===== src/rtl/pipelined_addsub_nbit.sv =====
// Pipelined two's-complement adder/subtractor: WIDTH bits split into STAGES carry-chained
// chunks, one chunk per clock, with per-stage valid bits and a whole-pipeline stall.
module pipelined_addsub_nbit #(
  parameter int WIDTH  = 16,
  parameter int STAGES = 4
) (
  input  logic             clk,
  input  logic             rst,
  input  logic             in_valid,
  output logic             in_ready,
  input  logic [WIDTH-1:0] a,
  input  logic [WIDTH-1:0] b,
  input  logic             cin,
  input  logic             sub,
  output logic             out_valid,
  input  logic             out_ready,
  output logic [WIDTH-1:0] sum,
  output logic             cout,
  output logic             ovf
);

  localparam int CHUNK = WIDTH / STAGES;

  if ((STAGES < 1) || (STAGES > WIDTH) || ((WIDTH % STAGES) != 0)) begin : gen_cfg_check
    $error("pipelined_addsub_nbit: WIDTH must be a multiple of STAGES and 1 <= STAGES <= WIDTH");
  end

  logic             stall;
  logic             accept;
  logic [WIDTH-1:0] b_eff;
  logic             cin_eff;

  assign stall    = out_valid && !out_ready;
  assign in_ready = !stall;
  assign accept   = in_valid && in_ready;
  // Subtraction is a + ~b + ~cin, so cin acts as an active-high borrow-in.
  assign b_eff    = sub ? ~b : b;
  assign cin_eff  = cin ^ sub;

  for (genvar gi = 0; gi < STAGES; gi++) begin : gen_stage
    localparam int LO = gi * CHUNK;
    localparam int HI = LO + CHUNK;

    logic             vld_in;
    logic             c_in;
    logic [CHUNK-1:0] a_chunk;
    logic [CHUNK-1:0] b_chunk;
    logic [CHUNK-1:0] s_chunk;
    logic             c_out;
    logic [HI-1:0]    res_next;
    logic             valid_reg;
    logic             carry_reg;
    logic [HI-1:0]    res_reg;

    if (gi == 0) begin : gen_head
      assign vld_in   = accept;
      assign c_in     = cin_eff;
      assign a_chunk  = a[CHUNK-1:0];
      assign b_chunk  = b_eff[CHUNK-1:0];
      assign res_next = s_chunk;
    end else begin : gen_body
      assign vld_in   = gen_stage[gi-1].valid_reg;
      assign c_in     = gen_stage[gi-1].carry_reg;
      assign a_chunk  = gen_stage[gi-1].gen_ops.opa_reg[HI-1:LO];
      assign b_chunk  = gen_stage[gi-1].gen_ops.opb_reg[HI-1:LO];
      assign res_next = {s_chunk, gen_stage[gi-1].res_reg};
    end

    assign {c_out, s_chunk} = {1'b0, a_chunk} + {1'b0, b_chunk} + {{CHUNK{1'b0}}, c_in};

    // Data registers only load on a valid op, so bubbles leave the last result visible.
    always_ff @(posedge clk) begin
      if (rst) begin
        valid_reg <= 1'b0;
        carry_reg <= 1'b0;
        res_reg   <= '0;
      end else if (!stall) begin
        valid_reg <= vld_in;
        if (vld_in) begin
          carry_reg <= c_out;
          res_reg   <= res_next;
        end
      end
    end

    // Operand bits not yet consumed travel alongside the partial result (skew).
    if (gi < STAGES - 1) begin : gen_ops
      logic [WIDTH-1:HI] opa_next;
      logic [WIDTH-1:HI] opb_next;
      logic [WIDTH-1:HI] opa_reg;
      logic [WIDTH-1:HI] opb_reg;

      if (gi == 0) begin : gen_src_in
        assign opa_next = a[WIDTH-1:HI];
        assign opb_next = b_eff[WIDTH-1:HI];
      end else begin : gen_src_prev
        assign opa_next = gen_stage[gi-1].gen_ops.opa_reg[WIDTH-1:HI];
        assign opb_next = gen_stage[gi-1].gen_ops.opb_reg[WIDTH-1:HI];
      end

      always_ff @(posedge clk) begin
        if (rst) begin
          opa_reg <= '0;
          opb_reg <= '0;
        end else if (!stall && vld_in) begin
          opa_reg <= opa_next;
          opb_reg <= opb_next;
        end
      end
    end

    if (gi == STAGES - 1) begin : gen_tail
      logic ovf_next;
      logic ovf_reg;

      // a^b^s at the MSB recovers the carry into the MSB; XOR with carry-out gives overflow.
      assign ovf_next = a_chunk[CHUNK-1] ^ b_chunk[CHUNK-1] ^ s_chunk[CHUNK-1] ^ c_out;

      always_ff @(posedge clk) begin
        if (rst) begin
          ovf_reg <= 1'b0;
        end else if (!stall && vld_in) begin
          ovf_reg <= ovf_next;
        end
      end
    end
  end

  assign out_valid = gen_stage[STAGES-1].valid_reg;
  assign sum       = gen_stage[STAGES-1].res_reg;
  assign cout      = gen_stage[STAGES-1].carry_reg;
  assign ovf       = gen_stage[STAGES-1].gen_tail.ovf_reg;

endmodule

===== config.mk =====
export PLATFORM = sky130hd
export DESIGN_NAME = pipelined_addsub_nbit
export DESIGN_NICKNAME = d
export VERILOG_FILES = /design/src/rtl/pipelined_addsub_nbit.sv
export SDC_FILE = /design/constraint.sdc
export NUM_CORES = 1
export LEC_CHECK = 0
export ABC_AREA = 0
export CAP_MARGIN = 5
export CORE_UTILIZATION = 35
export DETAILED_ROUTE_END_ITERATION = 7
export SETUP_SLACK_MARGIN = 0.5
export SLEW_MARGIN = 20
export SYNTH_ARGS = -nofsm -noshare
export SYNTH_HDL_FRONTEND = slang
export SYNTH_SLANG_ARGS = --single-unit

===== constraint.sdc =====
create_clock -name clk -period 3.35 [get_ports clk]
set_input_delay 0.67 -clock clk [delete_from_list [all_inputs] [get_ports clk]]
set_output_delay 0.67 -clock clk [all_outputs]
set_load 0.005 [all_outputs]

==> summary.txt <==
Critical path
  • Crit path kind: primary input to primary output
  • R2r setup slk: 1.32 ns
  • Worst flop-to-flop path endpoint: ovf
  • CP startpoint kind: primary input
  • Crit. Startpoint: out_ready
  • FF-to-FF path depth: 6
  • Reg-to-reg startpoint: gen_stage[2].carry_reg
  • Worst Path Max Fanout: 9
  • Critical Path AT: 1.89 ns
  • CP Capture Type: primary output
  • CP endpoint: in_ready
  • Worst EP required: 2.68 ns

Synth
  • Post-synth top flop: dfxtp_1
  • Syn Nets: 532
  • Number of register bits inferred by synthesis: 97
  • Synth cell types: 33
  • Share of synthesized registers carrying an async set or reset: 0%
  • Netlist area before placement: 4134 sq um
  • Syn_area_per_cell: 8.721 sq um
  • Ys Warns: 0
  • Register area share after synthesis: 46.97%
  • EDFF count, synth: 0
  • Cells after Synth: 474

Place
  • Routability Congestion: 0.7487
  • Area post-placement: 4733 sq um
  • DPL Wire Length: 5.604 mm
  • Setup Slack @ Placement: 0.4511 ns
  • I/O Buffers: 57

Global routing
  • Congestion Overflow GR: 0
  • Vias in the first global route: 2949
  • Pin count of the biggest net entering global routing: 62
  • Antenna violations before repair: 0
  • Global-route wire length before repair: 13.29 mm
  • Total Routing Usage GR: 13.24%

Clock tree
  • Post_cts resized: 0
  • Worst-skew pair later-pin latency: 0.34 ns
  • Cts hold-fix bufs: 0
  • Clock tree root buffer cell: clkbuf_16
  • Htree depth: 3
  • Clock transition at path regs: 0.06 ns
  • CTS buffer count: 9
  • Clock sink total: 97
  • Clock buffer depth: 2
  • Setup bufs post-CTS: 0
  • CTS tree: built

Drt
  • Iteration-0 DRC Markers: 114
  • DRC: 0
  • Met2 Routed Length: 3.340 mm
  • Metal-1 WL: 4.011 mm
  • DRT antenna net count: 0
  • Routed len/inst: 11.86 um
  • Routed vias/inst: 4.684
  • DRT Wirelength: 7.875 mm
  • Drt first pass iters: 4
  • Routed length on met3: 354 um
  • Top sig layer: met4
  • DR vias: 3110

Floorplanning
  • IO Pins: 58
  • # rows: 39
  • Die ar.: 12250 sq um
  • Core Region: 11470 sq um
  • Die height: 110.7 um
  • Starting Density: 36.05%
  • Die width: 110.7 um

Timing
  • Hold slack: 0.4537 ns
  • Setup ws final: 0.7925 ns
  • # setup viols final: 0
  • Max transition margin: 57.49%
  • Clock Skews: 0.009943 ns
  • TNS Setup: 0 ns
  • Final Hold Viols: 0
  • Tcrit/Tclk final: 76.34%
  • Slew @ Worst Pin: 0.6376 ns
  • Fmax: 0.3910 GHz
  • Final slew viol count: 0
  • RSZ-0062 raised after global routing: false
  • Tmin final: 2.558 ns

Final layout
  • Ratio of cells with drive above 1 in the final layout: 7.102%
  • Antenna fix cells: 0
  • Finished Cell Area: 4997 sq um
  • Nets: 575
  • Area delta synth->final: 20.88%
  • Final core occ: 43.58%

Pwr
  • Worst vdd ir: 0.2077 mV
  • Leakage: 1.788 nW
  • PD cells: 480.2 nW/um^2

Flow run
  • Max cap viols: 0

Hold path
  • HP Class: flip-flop to flip-flop

Outcome
  • Outcome: finished, final reports clean
-- routing by layer --
| layer | track usage, % | up-vias |
|---|---|---|
| li1 | - | 1652 |
| met1 | 17.95 | 1381 |
| met2 | 19.59 | 66 |
| met3 | 2.898 | 11 |
| met4 | 7.200 | 0 |
| met5 | 0 | - |
-- per-stage QoR --
| stage | instances | total power, W |
|---|---|---|
| final | 664 | 0.002399 |
| after global routing | 664 | 0.002502 |
| after CTS | 664 | 0.002423 |
| after detailed placement | 649 | 0.001501 |
| after global placement | 649 | 0.001494 |
| after floorplan | 474 | 0.001420 |
-- cells in the final DEF, fill, tap and decap left out, drive strengths merged, types with 3 or more instances in the layout --
cell type and instances:
a21oi 74, clkdlybuf4s50 56, clkbuf 12, fa 8, inv 10, nor2b 4, xor2 8, a211oi 23
dfxtp 97, nand2 141, nand3b 3, xnor2 15, buf 7, ha 12, o21ai 3, and2 4
nor2 25, a21o 5
-- Yosys cell counts, types with 2 or more instances --
library cell,n,area share (%)
a211oi_1,12,2.2
a211oi_2,11,3.3
a21o_1,5,0.91
a21oi_1,74,9.0
and2_1,2,0.30
and2_4,2,0.42
buf_2,13,1.6
buf_4,5,0.91
buf_6,4,1.1
clkbuf_1,7,0.64
dfxtp_1,97,47
fa_1,8,3.9
ha_1,12,3.6
inv_1,9,0.82
nand2_1,139,13
nand2_2,2,0.30
nand3_1,2,0.24
nand3b_1,3,0.54
nand4b_1,2,0.42
nor2_1,25,2.3
nor2b_1,3,0.45
nor3b_1,2,0.36
o21ai_0,3,0.36
or4_1,2,0.36
xnor2_1,15,3.2
xor2_1,8,1.7
-- worst max-delay path, stage by stage --
cell and delay, ns:
clkdlybuf4s50_1 0.44, nor2b_4 0.22, inv_4 0.10, clkdlybuf4s50_1 0.46
-- worst min-delay path by stage --
stage                                             to  cells after the start                             start  slack (ns)
floorplan                    gen_stage[2].res_reg[7]                      2           gen_stage[1].res_reg[7]        0.43
global placement    gen_stage[1].gen_ops.opa_reg[15]                      2  gen_stage[0].gen_ops.opa_reg[15]        0.44
detailed placement          gen_stage[2].res_reg[10]                      2          gen_stage[2].res_reg[10]        0.45
CTS                         gen_stage[2].res_reg[10]                      2          gen_stage[2].res_reg[10]        0.46
global route                                  sum[2]                      2           gen_stage[2].res_reg[2]        0.47
finish                                        sum[8]                      2                            sum[8]        0.45
-- area by class of cell --
| class | count | area (sq um) |
|---|---|---|
| clock buffer | 12 | 246.5 |
| clock inverter | 3 | 17.52 |
| fill | 1141 | 6470 |
| inverter | 10 | 40.04 |
| multi-input combinational | 336 | 1959 |
| sequential | 97 | 1942 |
| tap | 143 | 178.9 |
| timing repair buffer | 63 | 613.1 |
-- power breakdown --
group | total, W | leakage (nW) | switching (W) | internal (W)
Clock | 0.000923 | 0.128 | 0.000406 | 0.000517
Sequential | 0.00123 | 0.791 | 0.0000262 | 0.00120
Combinational | 0.000251 | 0.869 | 0.000132 | 0.000119
-- kinds of logic (layout without fill, tap and decap cells) --
logic type	Yosys count	after routing	share of synthesized area (%)
and+or+nand+nor	185	185	18.64
AOI/OAI and AO/OA	108	108	16.37
xor gates and xnor gates	23	23	4.873
adders and majority gates	20	20	7.506
buffers and inverters	41	88	5.629
DFF	97	97	46.97
(Power assumes the default switching activity.)
